==> config.mk <==
export PLATFORM = sky130hd
export DESIGN_NAME = video_stream_rx_flat
export DESIGN_NICKNAME = d
export VERILOG_FILES = /design/src/rtl/video_stream_pkg.sv /design/src/rtl/video_stream_rx_if.sv /design/src/rtl/video_stream_ctrl_decoder.sv /design/src/rtl/video_stream_rx.sv /design/src/flat_wrapper.sv
export SDC_FILE = /design/constraint.sdc
export NUM_CORES = 1
export LEC_CHECK = 0
export ABC_AREA = 1
export BUFFER_PORTS_ARGS = -buffer_cell sky130_fd_sc_hd__buf_4
export CAP_MARGIN = 20
export CORE_AREA = 2 2 156 158
export DETAILED_ROUTE_END_ITERATION = 12
export DIE_AREA = 0 0 158 160
export MAX_ROUTING_LAYER = met4
export SETUP_SLACK_MARGIN = 0.5
export SLEW_MARGIN = 25
export SYNTH_ARGS = -nofsm -noshare
export SYNTH_HDL_FRONTEND = slang
export SYNTH_SLANG_ARGS = --single-unit
export TNS_END_PERCENT = 10
==> constraint.sdc <==
create_clock -name clk -period 4.04 [get_ports clk]
set_clock_uncertainty 0.05 [all_clocks]
set_input_delay 0.202 -clock clk [delete_from_list [all_inputs] [get_ports clk]]
set_output_delay 0.202 -clock clk [all_outputs]
set_load 0.005 [all_outputs]
==> src/rtl/video_stream_pkg.sv <==
// Shared Avalon-ST video definitions: packet type codes, receiver states,
// control-packet nibble lanes and the decoded control payload.
package video_stream_pkg;

    localparam int unsigned DATA_W        = 24;
    localparam int unsigned DIM_W         = 16;
    localparam int unsigned NIB_W         = 4;
    localparam int unsigned NIBS_PER_BEAT = 3;
    localparam int unsigned BEAT_NIB_W    = NIB_W * NIBS_PER_BEAT;
    localparam int unsigned CTRL_BEATS    = 3;

    localparam int unsigned PKT_TYPE_LSB = 0;
    localparam int unsigned NIB0_LSB     = 0;
    localparam int unsigned NIB1_LSB     = 8;
    localparam int unsigned NIB2_LSB     = 16;

    localparam logic [NIB_W-1:0] PKT_VIDEO = 4'h0;
    localparam logic [NIB_W-1:0] PKT_CTRL  = 4'hF;

    typedef enum logic [1:0] {
        ST_IDLE  = 2'd0,
        ST_CTRL  = 2'd1,
        ST_VIDEO = 2'd2,
        ST_SKIP  = 2'd3
    } rx_state_e;

    typedef struct packed {
        logic [DIM_W-1:0] width;
        logic [DIM_W-1:0] height;
        logic [NIB_W-1:0] interlace;
    } ctrl_fields_t;

    localparam int unsigned CTRL_W = $bits(ctrl_fields_t);

    // Nibbles of one control beat, most significant first.
    function automatic logic [BEAT_NIB_W-1:0] beat_nibbles(input logic [DATA_W-1:0] d);
        return {d[NIB0_LSB +: NIB_W], d[NIB1_LSB +: NIB_W], d[NIB2_LSB +: NIB_W]};
    endfunction

endpackage

==> src/rtl/video_stream_rx_if.sv <==
// Avalon-ST sink plus pixel output stream of the video receiver.
interface video_stream_rx_if;
    import video_stream_pkg::*;

    logic [DATA_W-1:0] din_data;
    logic              din_valid;
    logic              din_startofpacket;
    logic              din_endofpacket;
    logic              din_ready;

    logic [DATA_W-1:0] pix_data;
    logic              pix_valid;
    logic              pix_ready;
    logic [DIM_W-1:0]  pix_x;
    logic [DIM_W-1:0]  pix_y;
    logic              pix_sof;
    logic              pix_eol;

    modport master (
        output din_data, din_valid, din_startofpacket, din_endofpacket, pix_ready,
        input  din_ready, pix_data, pix_valid, pix_x, pix_y, pix_sof, pix_eol
    );

    modport slave (
        input  din_data, din_valid, din_startofpacket, din_endofpacket, pix_ready,
        output din_ready, pix_data, pix_valid, pix_x, pix_y, pix_sof, pix_eol
    );

endinterface

==> src/rtl/video_stream_ctrl_decoder.sv <==
// Collects the nine control-packet nibbles and commits width/height/interlace
// only for a well-formed three-beat packet with nonzero dimensions.
module video_stream_ctrl_decoder
    import video_stream_pkg::*;
#(
    parameter int unsigned DEFAULT_WIDTH  = 1920,
    parameter int unsigned DEFAULT_HEIGHT = 1080
) (
    input  logic                  clk,
    input  logic                  reset_n,
    input  logic                  clear,
    input  logic                  hdr_eop,
    input  logic                  beat,
    input  logic                  eop,
    input  logic [BEAT_NIB_W-1:0] nib,
    output ctrl_fields_t          fields,
    output logic                  ctrl_update,
    output logic                  err_ctrl
);

    localparam int unsigned HIST_W = CTRL_W - BEAT_NIB_W;

    logic [1:0]        beat_cnt;
    logic [HIST_W-1:0] hist;
    logic [CTRL_W-1:0] cand_v;
    ctrl_fields_t      cand;

    assign cand_v = {hist, nib};
    assign cand   = ctrl_fields_t'(cand_v);

    // beat_cnt saturates at CTRL_BEATS to flag over-long packets.
    always_ff @(posedge clk or negedge reset_n) begin
        if (!reset_n) begin
            beat_cnt    <= '0;
            hist        <= '0;
            fields      <= '{width:     DIM_W'(DEFAULT_WIDTH),
                             height:    DIM_W'(DEFAULT_HEIGHT),
                             interlace: '0};
            ctrl_update <= 1'b0;
            err_ctrl    <= 1'b0;
        end else begin
            ctrl_update <= 1'b0;
            err_ctrl    <= 1'b0;
            if (clear) begin
                beat_cnt <= '0;
                if (hdr_eop) err_ctrl <= 1'b1;
            end else if (beat) begin
                if (beat_cnt != 2'(CTRL_BEATS)) begin
                    hist     <= cand_v[HIST_W-1:0];
                    beat_cnt <= beat_cnt + 2'd1;
                end
                if (eop) begin
                    if (beat_cnt == 2'(CTRL_BEATS - 1) && cand.width != '0 && cand.height != '0) begin
                        fields      <= cand;
                        ctrl_update <= 1'b1;
                    end else begin
                        err_ctrl <= 1'b1;
                    end
                end
            end
        end
    end

endmodule

==> src/rtl/video_stream_rx.sv <==
// Avalon-ST video receiver: parses control/video packets and emits pixels
// with x/y coordinates, frame markers and protocol error pulses.
module video_stream_rx
    import video_stream_pkg::*;
#(
    parameter int unsigned DEFAULT_WIDTH  = 1920,
    parameter int unsigned DEFAULT_HEIGHT = 1080
) (
    input  logic               clk,
    input  logic               reset_n,
    video_stream_rx_if.slave   bus,
    output logic [DIM_W-1:0]   frame_width,
    output logic [DIM_W-1:0]   frame_height,
    output logic [NIB_W-1:0]   interlace,
    output logic               ctrl_update,
    output logic               frame_done,
    output logic [DIM_W-1:0]   frame_count,
    output logic               err_short,
    output logic               err_long,
    output logic               err_ctrl,
    output logic               err_abort
);

    rx_state_e        state, state_nxt;
    ctrl_fields_t     fields;
    logic             fire, sop_fire, data_fire, video_beat, hdr_eop;
    logic [NIB_W-1:0] pkt_type;
    logic [DIM_W-1:0] cur_w, cur_h, x_cnt, y_cnt;
    logic             full, long_seen, last_x, last_y;

    assign bus.din_ready = !bus.pix_valid || bus.pix_ready;
    assign fire          = bus.din_valid && bus.din_ready;
    assign sop_fire      = fire && bus.din_startofpacket;
    assign data_fire     = fire && !bus.din_startofpacket;
    assign pkt_type      = bus.din_data[PKT_TYPE_LSB +: NIB_W];
    assign video_beat    = data_fire && (state == ST_VIDEO);
    assign hdr_eop       = sop_fire && bus.din_endofpacket && (pkt_type == PKT_CTRL);
    assign last_x        = (x_cnt == cur_w - DIM_W'(1));
    assign last_y        = (y_cnt == cur_h - DIM_W'(1));

    assign frame_width  = fields.width;
    assign frame_height = fields.height;
    assign interlace    = fields.interlace;

    video_stream_ctrl_decoder #(
        .DEFAULT_WIDTH  (DEFAULT_WIDTH),
        .DEFAULT_HEIGHT (DEFAULT_HEIGHT)
    ) u_ctrl_decoder (
        .clk         (clk),
        .reset_n     (reset_n),
        .clear       (sop_fire),
        .hdr_eop     (hdr_eop),
        .beat        (data_fire && (state == ST_CTRL)),
        .eop         (bus.din_endofpacket),
        .nib         (beat_nibbles(bus.din_data)),
        .fields      (fields),
        .ctrl_update (ctrl_update),
        .err_ctrl    (err_ctrl)
    );

    always_ff @(posedge clk or negedge reset_n) begin
        if (!reset_n) state <= ST_IDLE;
        else          state <= state_nxt;
    end

    // Any SOP re-decodes a header; any EOP ends the packet.
    always_comb begin
        state_nxt = state;
        if (sop_fire) begin
            if (pkt_type == PKT_CTRL)       state_nxt = ST_CTRL;
            else if (pkt_type == PKT_VIDEO) state_nxt = ST_VIDEO;
            else                            state_nxt = ST_SKIP;
            if (bus.din_endofpacket)        state_nxt = ST_IDLE;
        end else if (data_fire && bus.din_endofpacket) begin
            state_nxt = ST_IDLE;
        end
    end

    always_ff @(posedge clk or negedge reset_n) begin
        if (!reset_n) begin
            bus.pix_valid <= 1'b0;
            bus.pix_data  <= '0;
            bus.pix_x     <= '0;
            bus.pix_y     <= '0;
            bus.pix_sof   <= 1'b0;
            bus.pix_eol   <= 1'b0;
            x_cnt         <= '0;
            y_cnt         <= '0;
            full          <= 1'b0;
            long_seen     <= 1'b0;
            cur_w         <= DIM_W'(DEFAULT_WIDTH);
            cur_h         <= DIM_W'(DEFAULT_HEIGHT);
            frame_done    <= 1'b0;
            frame_count   <= '0;
            err_short     <= 1'b0;
            err_long      <= 1'b0;
            err_abort     <= 1'b0;
        end else begin
            frame_done <= 1'b0;
            err_short  <= 1'b0;
            err_long   <= 1'b0;
            err_abort  <= 1'b0;
            if (bus.pix_valid && bus.pix_ready) bus.pix_valid <= 1'b0;

            if (sop_fire) begin
                err_abort <= (state != ST_IDLE);
                // Dimensions are frozen here so control packets never touch a live frame.
                if (pkt_type == PKT_VIDEO) begin
                    x_cnt     <= '0;
                    y_cnt     <= '0;
                    full      <= 1'b0;
                    long_seen <= 1'b0;
                    cur_w     <= fields.width;
                    cur_h     <= fields.height;
                    if (bus.din_endofpacket) begin
                        frame_done  <= 1'b1;
                        frame_count <= frame_count + DIM_W'(1);
                        err_short   <= 1'b1;
                    end
                end
            end else if (video_beat) begin
                if (!full) begin
                    bus.pix_valid <= 1'b1;
                    bus.pix_data  <= bus.din_data;
                    bus.pix_x     <= x_cnt;
                    bus.pix_y     <= y_cnt;
                    bus.pix_sof   <= (x_cnt == '0) && (y_cnt == '0);
                    bus.pix_eol   <= last_x;
                    if (last_x) begin
                        x_cnt <= '0;
                        if (last_y) full  <= 1'b1;
                        else        y_cnt <= y_cnt + DIM_W'(1);
                    end else begin
                        x_cnt <= x_cnt + DIM_W'(1);
                    end
                end else if (!long_seen) begin
                    err_long  <= 1'b1;
                    long_seen <= 1'b1;
                end
                if (bus.din_endofpacket) begin
                    frame_done  <= 1'b1;
                    frame_count <= frame_count + DIM_W'(1);
                    err_short   <= !(full || (last_x && last_y));
                end
            end
        end
    end

endmodule

==> src/flat_wrapper.sv <==
// flat-port wrapper written by rule: the top's interface ports become plain ports
module video_stream_rx_flat import video_stream_pkg::*;
#(
    parameter int unsigned DEFAULT_WIDTH  = 1920,
    parameter int unsigned DEFAULT_HEIGHT = 1080
)
  (clk, reset_n, frame_width, frame_height, interlace, ctrl_update, frame_done, frame_count, err_short, err_long, err_ctrl, err_abort, bus_din_data, bus_din_valid, bus_din_startofpacket, bus_din_endofpacket, bus_pix_ready, bus_din_ready, bus_pix_data, bus_pix_valid, bus_pix_x, bus_pix_y, bus_pix_sof, bus_pix_eol);
  video_stream_rx_if bus_i ();
  input  logic clk;
  input  logic reset_n;
  output logic [DIM_W-1:0] frame_width;
  output logic [DIM_W-1:0] frame_height;
  output logic [NIB_W-1:0] interlace;
  output logic ctrl_update;
  output logic frame_done;
  output logic [DIM_W-1:0] frame_count;
  output logic err_short;
  output logic err_long;
  output logic err_ctrl;
  output logic err_abort;
  input wire logic [$bits(bus_i.din_data)-1:0] bus_din_data;
  input wire logic [$bits(bus_i.din_valid)-1:0] bus_din_valid;
  input wire logic [$bits(bus_i.din_startofpacket)-1:0] bus_din_startofpacket;
  input wire logic [$bits(bus_i.din_endofpacket)-1:0] bus_din_endofpacket;
  input wire logic [$bits(bus_i.pix_ready)-1:0] bus_pix_ready;
  output wire logic [$bits(bus_i.din_ready)-1:0] bus_din_ready;
  output wire logic [$bits(bus_i.pix_data)-1:0] bus_pix_data;
  output wire logic [$bits(bus_i.pix_valid)-1:0] bus_pix_valid;
  output wire logic [$bits(bus_i.pix_x)-1:0] bus_pix_x;
  output wire logic [$bits(bus_i.pix_y)-1:0] bus_pix_y;
  output wire logic [$bits(bus_i.pix_sof)-1:0] bus_pix_sof;
  output wire logic [$bits(bus_i.pix_eol)-1:0] bus_pix_eol;
  assign bus_i.din_data = bus_din_data;
  assign bus_i.din_valid = bus_din_valid;
  assign bus_i.din_startofpacket = bus_din_startofpacket;
  assign bus_i.din_endofpacket = bus_din_endofpacket;
  assign bus_i.pix_ready = bus_pix_ready;
  assign bus_din_ready = bus_i.din_ready;
  assign bus_pix_data = bus_i.pix_data;
  assign bus_pix_valid = bus_i.pix_valid;
  assign bus_pix_x = bus_i.pix_x;
  assign bus_pix_y = bus_i.pix_y;
  assign bus_pix_sof = bus_i.pix_sof;
  assign bus_pix_eol = bus_i.pix_eol;
  video_stream_rx #(.DEFAULT_WIDTH(DEFAULT_WIDTH), .DEFAULT_HEIGHT(DEFAULT_HEIGHT)) u_core (.clk(clk), .reset_n(reset_n), .bus(bus_i), .frame_width(frame_width), .frame_height(frame_height), .interlace(interlace), .ctrl_update(ctrl_update), .frame_done(frame_done), .frame_count(frame_count), .err_short(err_short), .err_long(err_long), .err_ctrl(err_ctrl), .err_abort(err_abort));
endmodule
; Word level (Yosys, flattened, before mapping)
; Index checks and enable logic that the tools add are counted.
[word_totals]
elab_cells = 138
inputBits = 30
out_inout_bits = 118
ff_bits = 211
[classes]
n_reduce_logical = 39
n_eq_ne = 10
addsub = 6
n_mux = 56
bitwise_logic = 2
[op_table]
columns = cell, count
row1 = $mux W16, 14
row2 = $add A16 B1 Y16 const B, 3
row3 = $mux W1, 35
row4 = $eq A16 B16 Y1, 2
row5 = $logic_not A16 Y1, 2
row6 = $reduce_bool A16 Y1, 2
row7 = $sub A16 B1 Y16 const B, 2
row8 = $mux W2, 7
row9 = $reduce_bool A2 Y1, 7
row10 = $logic_and A1 B1 Y1, 13
row11 = $reduce_and A3 Y1, 4
row12 = $reduce_and A2 Y1, 3
row13 = $reduce_and A5 Y1, 1
row14 = $eq A2 B2 Y1 const B, 2
row15 = $eq A4 B4 Y1 const B, 1
row16 = $logic_not A4 Y1, 1
row17 = $ne A2 B1 Y1 const B, 2
row18 = $ne A2 B2 Y1 const B, 2
row19 = $reduce_and A4 Y1, 1
row20 = $logic_not A1 Y1, 3
row21 = $add A2 B1 Y2 const B, 1
row22 = $eq A2 B1 Y1 const B, 1
row23 = $logic_or A1 B1 Y1, 2
row24 = $not A1 Y1, 2

; Logic depth before layout (Yosys ltp)
[depth]
depth_word = 8
ltp_mapped = 17
depth_no_buf = 16

; Cells and area by module
; Synthesis repeated with hierarchy kept, for this count alone.
[unflattened]
hier_cells = 1384
area_unflattened_um2 = 10790.3
[by_module_without_submodules]
columns = module, seq_area_each_um2, cells_each, n_inst, area_each_um2
row1 = video_stream_rx, 3688.5, 1096, 1, 8080.2
row2 = video_stream_ctrl_decoder, 1611.5, 288, 1, 2710.1

; Least setup slack after synthesis
; No wires, ideal clock.
[synth_timing]
path_type = flip-flop to flip-flop
startpoint = reg u_core.cur_w[0]
endpoint = reg u_core.y_cnt[8]
period_less_slack_ns = 2.169
setup_slack_ns = 1.871
t_required_ns = 3.873
path_stages_with_launch = 17
setup_ns = 0.117
arrival_ns = 2.002
n_path_buf = 1
cell_sequence = dfrtp_1 -> inv_1 -> ha_1 -> nand2_2 -> nor2_4 -> nand2_1 -> nand2_1 -> nand2_1 -> nor2_2 -> nand3_2 -> nor2_4 -> nand2_4 -> nand2_8 -> nand3_4 -> buf_6 -> nand2_1 -> nand2_1
[synth_via]
elab_chain_cells = 4
[synth_rtl]
columns = element, line_no
row1 = from (decl), video_stream_rx.sv:28  ; logic [DIM_W-1:0] cur_w, cur_h, x_cnt, y_cnt;
row2 = from (signal assigned), video_stream_rx.sv:91  ; cur_w <= DIM_W'(DEFAULT_WIDTH);
row3 = from (signal assigned), video_stream_rx.sv:113  ; cur_w <= fields.width;
row4 = $sub A16 B1 Y16, video_stream_rx.sv:38  ; assign last_x = (x_cnt == cur_w - DIM_W'(1));
row5 = $eq A16 B16 Y1, video_stream_rx.sv:38
row6 = $reduce_bool A2 Y1 (no line), --
row7 = $reduce_and A5 Y1 (no line), --
row8 = to (signal assigned), video_stream_rx.sv:132  ; else y_cnt <= y_cnt + DIM_W'(1);
row9 = to (decl), video_stream_rx.sv:28
; No other way between the ends.
; A chain may end at the register's enable or synchronous reset.

; Final worst setup path
[layout_timing]
startpoint = reg u_core.cur_w[0]
endpoint = reg u_core.x_cnt[15]
[layout_via]
elab_chain_cells = 6
[layout_rtl]
columns = element, line_no
row1 = $sub A16 B1 Y16, video_stream_rx.sv:38
row2 = $eq A16 B16 Y1, video_stream_rx.sv:38
row3 = $mux W16, video_stream_rx.sv:129  ; if (last_x) begin
row4 = $mux W16, video_stream_rx.sv:122  ; if (!full) begin
row5 = $mux W16, video_stream_rx.sv:121  ; end else if (video_beat) begin
row6 = $mux W16, video_stream_rx.sv:105  ; if (sop_fire) begin
row7 = to (signal assigned), video_stream_rx.sv:134  ; x_cnt <= x_cnt + DIM_W'(1);
row8 = to (decl), video_stream_rx.sv:28
; No other way between the ends. The select of a mux whose other input is x is not followed.

==> results.toml <==
[yosys]
synth_enable_flop_cells = 0
yosys_warnings = 0
ys_types = 47
postSynthCellCount = 1270
ys_seq_elements = 211
ys_seq_area_share_pct = 50.49
synth.net_count = 1309
syn_area_um2 = 10500
synth-main-ff-cell = "dfrtp_1"
synth.avg_cell_area_um2 = 8.265
synthArstFlopShare_pct = 100.0

[cells_and_area]
diodes = 0
drive_above_1_share_pct = 18.16
nFillCells = 2312
nNetsFinal = 1469
synthToLayoutAreaGrowth_pct = 24.37
fin_util_pct = 54.80

[drt]
drt_wl_total_um = 26450
vias = 8649
wl_per_cell_um = 14.92
viasPerCell = 4.881
drt_iter0_markers = 528
drc = 0
drt_pass1_iterations = 5
detail-route-antenna-nets = 0

[grt]
grt_max_degree = 112
antenna_found_initial = 0
gr-usage-all-layers_pct = 21.43
grt_pass1_vias = 8255
overflow = 0
grt_pass1_wl_um = 42660

[die]
die_height_um = 160
die_x_um = 158
die_area_um2 = 25280
core_um2 = 23820
num_rows = 57
io_pins = 148
start_util_pct = 44.06

[cts]
clk_latency_ns = 0.51
cts_buffers = 24
post_cts_buffers = 0
cts.clk_slew.worst_paths_ns = 0.06
h-tree-depth = 1
cts_tree = "yes"
clock_sinks = 211
cts.path.max_buffers = 3
root_buffer = "clkbuf_16"

[power_and_ir_drop]
vdd_ir_drop_max_mv = 0.3747
power_frac_comb_pct = 23.2
power_density_nw_per_um2 = 531.2
sequentialPowerShare_pct = 42.0
p_leak_nw = 6.510
swShare_pct = 30.62
p_int_mw = 4.811
p_sw_mw = 2.123
clkPwrFrac_pct = 34.8

[status]
status = "finished clean"

[worst_setup_path]
timing.rr.start = "u_core.cur_w[0]"
crit_start = "u_core.cur_w[0]"
worstReg2RegEnd = "u_core.x_cnt[15]"
critPathKind = "flop to flop"
path_delay_family = "simple AND/OR/NAND/NOR gates"
worstPathArrival_ns = 3.02
critPathSlowestCell = "a21oi_2"
worstPathRequired_ns = 4.36
end_kind = "flop"
path_depth = 10
ff2ff_path_depth = 10
start_kind = "flop"
rrSetupSlack_ns = 1.34
cp_max_fo = 12
critPathBufInv = 1
cp_cell_sequence = "inv_1 > ha_1 > nand2_2 > nor2_4 > xor2_1 > nand3_1 > nor3_2 > nand2_4 > a21oi_2 > nor2_1"
cpPeakStageDelay_ns = 0.50

[timing]
worst_slew_pin_slew_ns = 0.9442
slew_headroom_pct = 37.05
setup-violations-final = 0
setup_ws_ns = 1.343
slew_viol_final = 0
grt_setup_unrepaired = "false"
hold_viol = 0
period_minus_slack_ns = 2.697
fin_crit_sh_pct = 66.75
tns_ns = 0
timing.fmax_ghz = 0.3708

[worst_hold_path]
min_path_type = "primary input to flop"
holdPathEnd = "u_core.state[1]"
holdPathStages = 4
hp-start = "bus_din_startofpacket"

[placed_design]
gp_congestion = 0.8904
dp_hpwl_um = 19120
io_buffers = 147
dp_slack_ns = 1.371

[job]
drv_cap = 0
## per-stage QoR
| stage | cells | power (mW) | hold slack [ns] | area [um^2] |
|---|---|---|---|---|
| final | 1772 | 6.934 | 0.09086 | 13050 |
| after global routing | 1772 | 7.353 | 0.09680 | 13050 |
| after CTS | 1772 | 6.995 | 0.07566 | 13050 |
| after detailed placement | 1701 | 4.533 | 0.3300 | 11880 |
| after global placement | 1701 | 4.510 | 0.3284 | 11880 |
| after floorplan | 1270 | 3.813 | -0.1436 | 10500 |
## repair_timing
item,in CTS,in global routing
hold buffers,27,0
endpoints found under the hold margin,142,0
resized for setup,0,0
## kinds of logic (layout without fill, tap and decap cells)
logic type | count (synthesis) | count (layout) | share of synthesized area [%]
AOI/OAI and AO/OA | 154 | 154 | 7.725
xor gates and xnor gates | 72 | 72 | 6.008
adders and majority gates | 9 | 9 | 1.073
buffers and inverters | 189 | 367 | 6.997
DFF | 211 | 211 | 50.49
muxes | 14 | 14 | 1.502
and+or+nand+nor | 621 | 621 | 26.20
## registers in the layout, summed over array words and instances, names as in the netlist, 2 cells and up
register / count
u_core.frame_count: 16
u_core.bus.pix_data: 24
u_core.x_cnt: 16
u_core.cur_w: 16
u_core.cur_h: 16
u_core.u_ctrl_decoder.beat_cnt: 2
u_core.bus.pix_y: 16
u_core.state: 2
u_core.y_cnt: 16
u_core.u_ctrl_decoder.fields: 36
u_core.u_ctrl_decoder.hist: 24
u_core.bus.pix_x: 16
## Yosys cell counts (2+ instances only)
| cell type | n | area [um^2] |
|---|---|---|
| inv_1 | 140 | 525.5 |
| nor4_2 | 2 | 25.02 |
| nand2_2 | 5 | 31.28 |
| nor4_1 | 16 | 100.1 |
| nor2_1 | 94 | 352.8 |
| buf_1 | 4 | 15.01 |
| nand4_1 | 32 | 200.2 |
| nand3b_1 | 5 | 37.54 |
| xor2_1 | 50 | 437.9 |
| inv_2 | 3 | 11.26 |
| ha_1 | 9 | 112.6 |
| o21bai_1 | 3 | 22.52 |
| o21ai_0 | 133 | 665.6 |
| nand2_4 | 2 | 22.52 |
| clkbuf_2 | 2 | 10.01 |
| and2_1 | 2 | 12.51 |
| nor3_1 | 15 | 75.07 |
| xnor2_1 | 22 | 192.7 |
| nand2_1 | 367 | 1378 |
| nor2_4 | 6 | 67.56 |
| or2_2 | 2 | 12.51 |
| buf_4 | 2 | 15.01 |
| o32ai_1 | 2 | 17.52 |
| dfstp_2 | 16 | 420.4 |
| dfrtp_1 | 195 | 4880 |
| a21oi_1 | 9 | 45.04 |
| mux2_2 | 14 | 157.7 |
| nand3_2 | 2 | 20.02 |
| nor2_2 | 5 | 31.28 |
| clkbuf_1 | 31 | 116.4 |
| nand3_1 | 59 | 295.3 |
| buf_2 | 6 | 30.03 |
## layout by cell type (no fill, tap or decap), drive strengths merged, types with 10 or more instances in the layout
master | synthesis | layout
xnor2 | 22 | 22
nand2 | 375 | 375
dfrtp | 195 | 195
dlygate4sd3 | 0 | 27
nor3 | 17 | 17
nand3 | 62 | 62
xor2 | 50 | 50
clkbuf | 33 | 32
nand4 | 33 | 33
a21oi | 10 | 10
dfstp | 16 | 16
nor2 | 105 | 105
nor4 | 18 | 18
buf | 13 | 152
inv | 143 | 144
o21ai | 134 | 134
mux2 | 14 | 14
## power by group through the flow
stage	registers [mW]	clock network [mW]	logic, mW
5_1_grt	2.97	2.54	1.84
2_1_floorplan	2.85	0	0.964
4_1_cts	2.91	2.46	1.63
3_5_place_dp	2.94	0	1.59
6_report	2.91	2.41	1.61
3_3_place_gp	2.93	0	1.58
## how the worst max path moves through the flow
stage,endpoint
CTS,u_core.x_cnt[15]
detailed placement,u_core.x_cnt[15]
floorplan,u_core.y_cnt[8]
global placement,u_core.x_cnt[15]
global route,u_core.y_cnt[1]
finish,u_core.x_cnt[15]
## cell type report
| class | count | area [um^2] | share of cell area (%) |
|---|---|---|---|
| Sequential cell | 211 | 5300 | 40.60 |
| Multi-Input combinational cell | 870 | 4479 | 34.31 |
| Timing Repair Buffer | 180 | 1438 | 11.01 |
| Clock buffer | 31 | 698.2 | 5.348 |
| Inverter | 143 | 536.8 | 4.112 |
| Tap cell | 324 | 405.4 | 3.106 |
| Clock inverter | 13 | 196.4 | 1.505 |
## routing by layer
layer | track usage (%) | vias to the layer above | routed length [um]
met5 | - | - | 0
met4 | 4.709 | 0 | 482
met3 | 2.904 | 39 | 1476
met2 | 31.92 | 236 | 11450
met1 | 31.37 | 3994 | 13040
li1 | - | 4380 | -
## worst register-to-register path, cell delays in order, from the launching register on
cell     delay, ns
dfrtp_1       0.38
inv_1         0.12
ha_1          0.26
nand2_2       0.14
nor2_4        0.13
xor2_1        0.29
nand3_1       0.14
nor3_2        0.28
nand2_4       0.14
a21oi_2       0.50
nor2_1        0.12
Note: power is estimated with default switching activity, not from simulation.
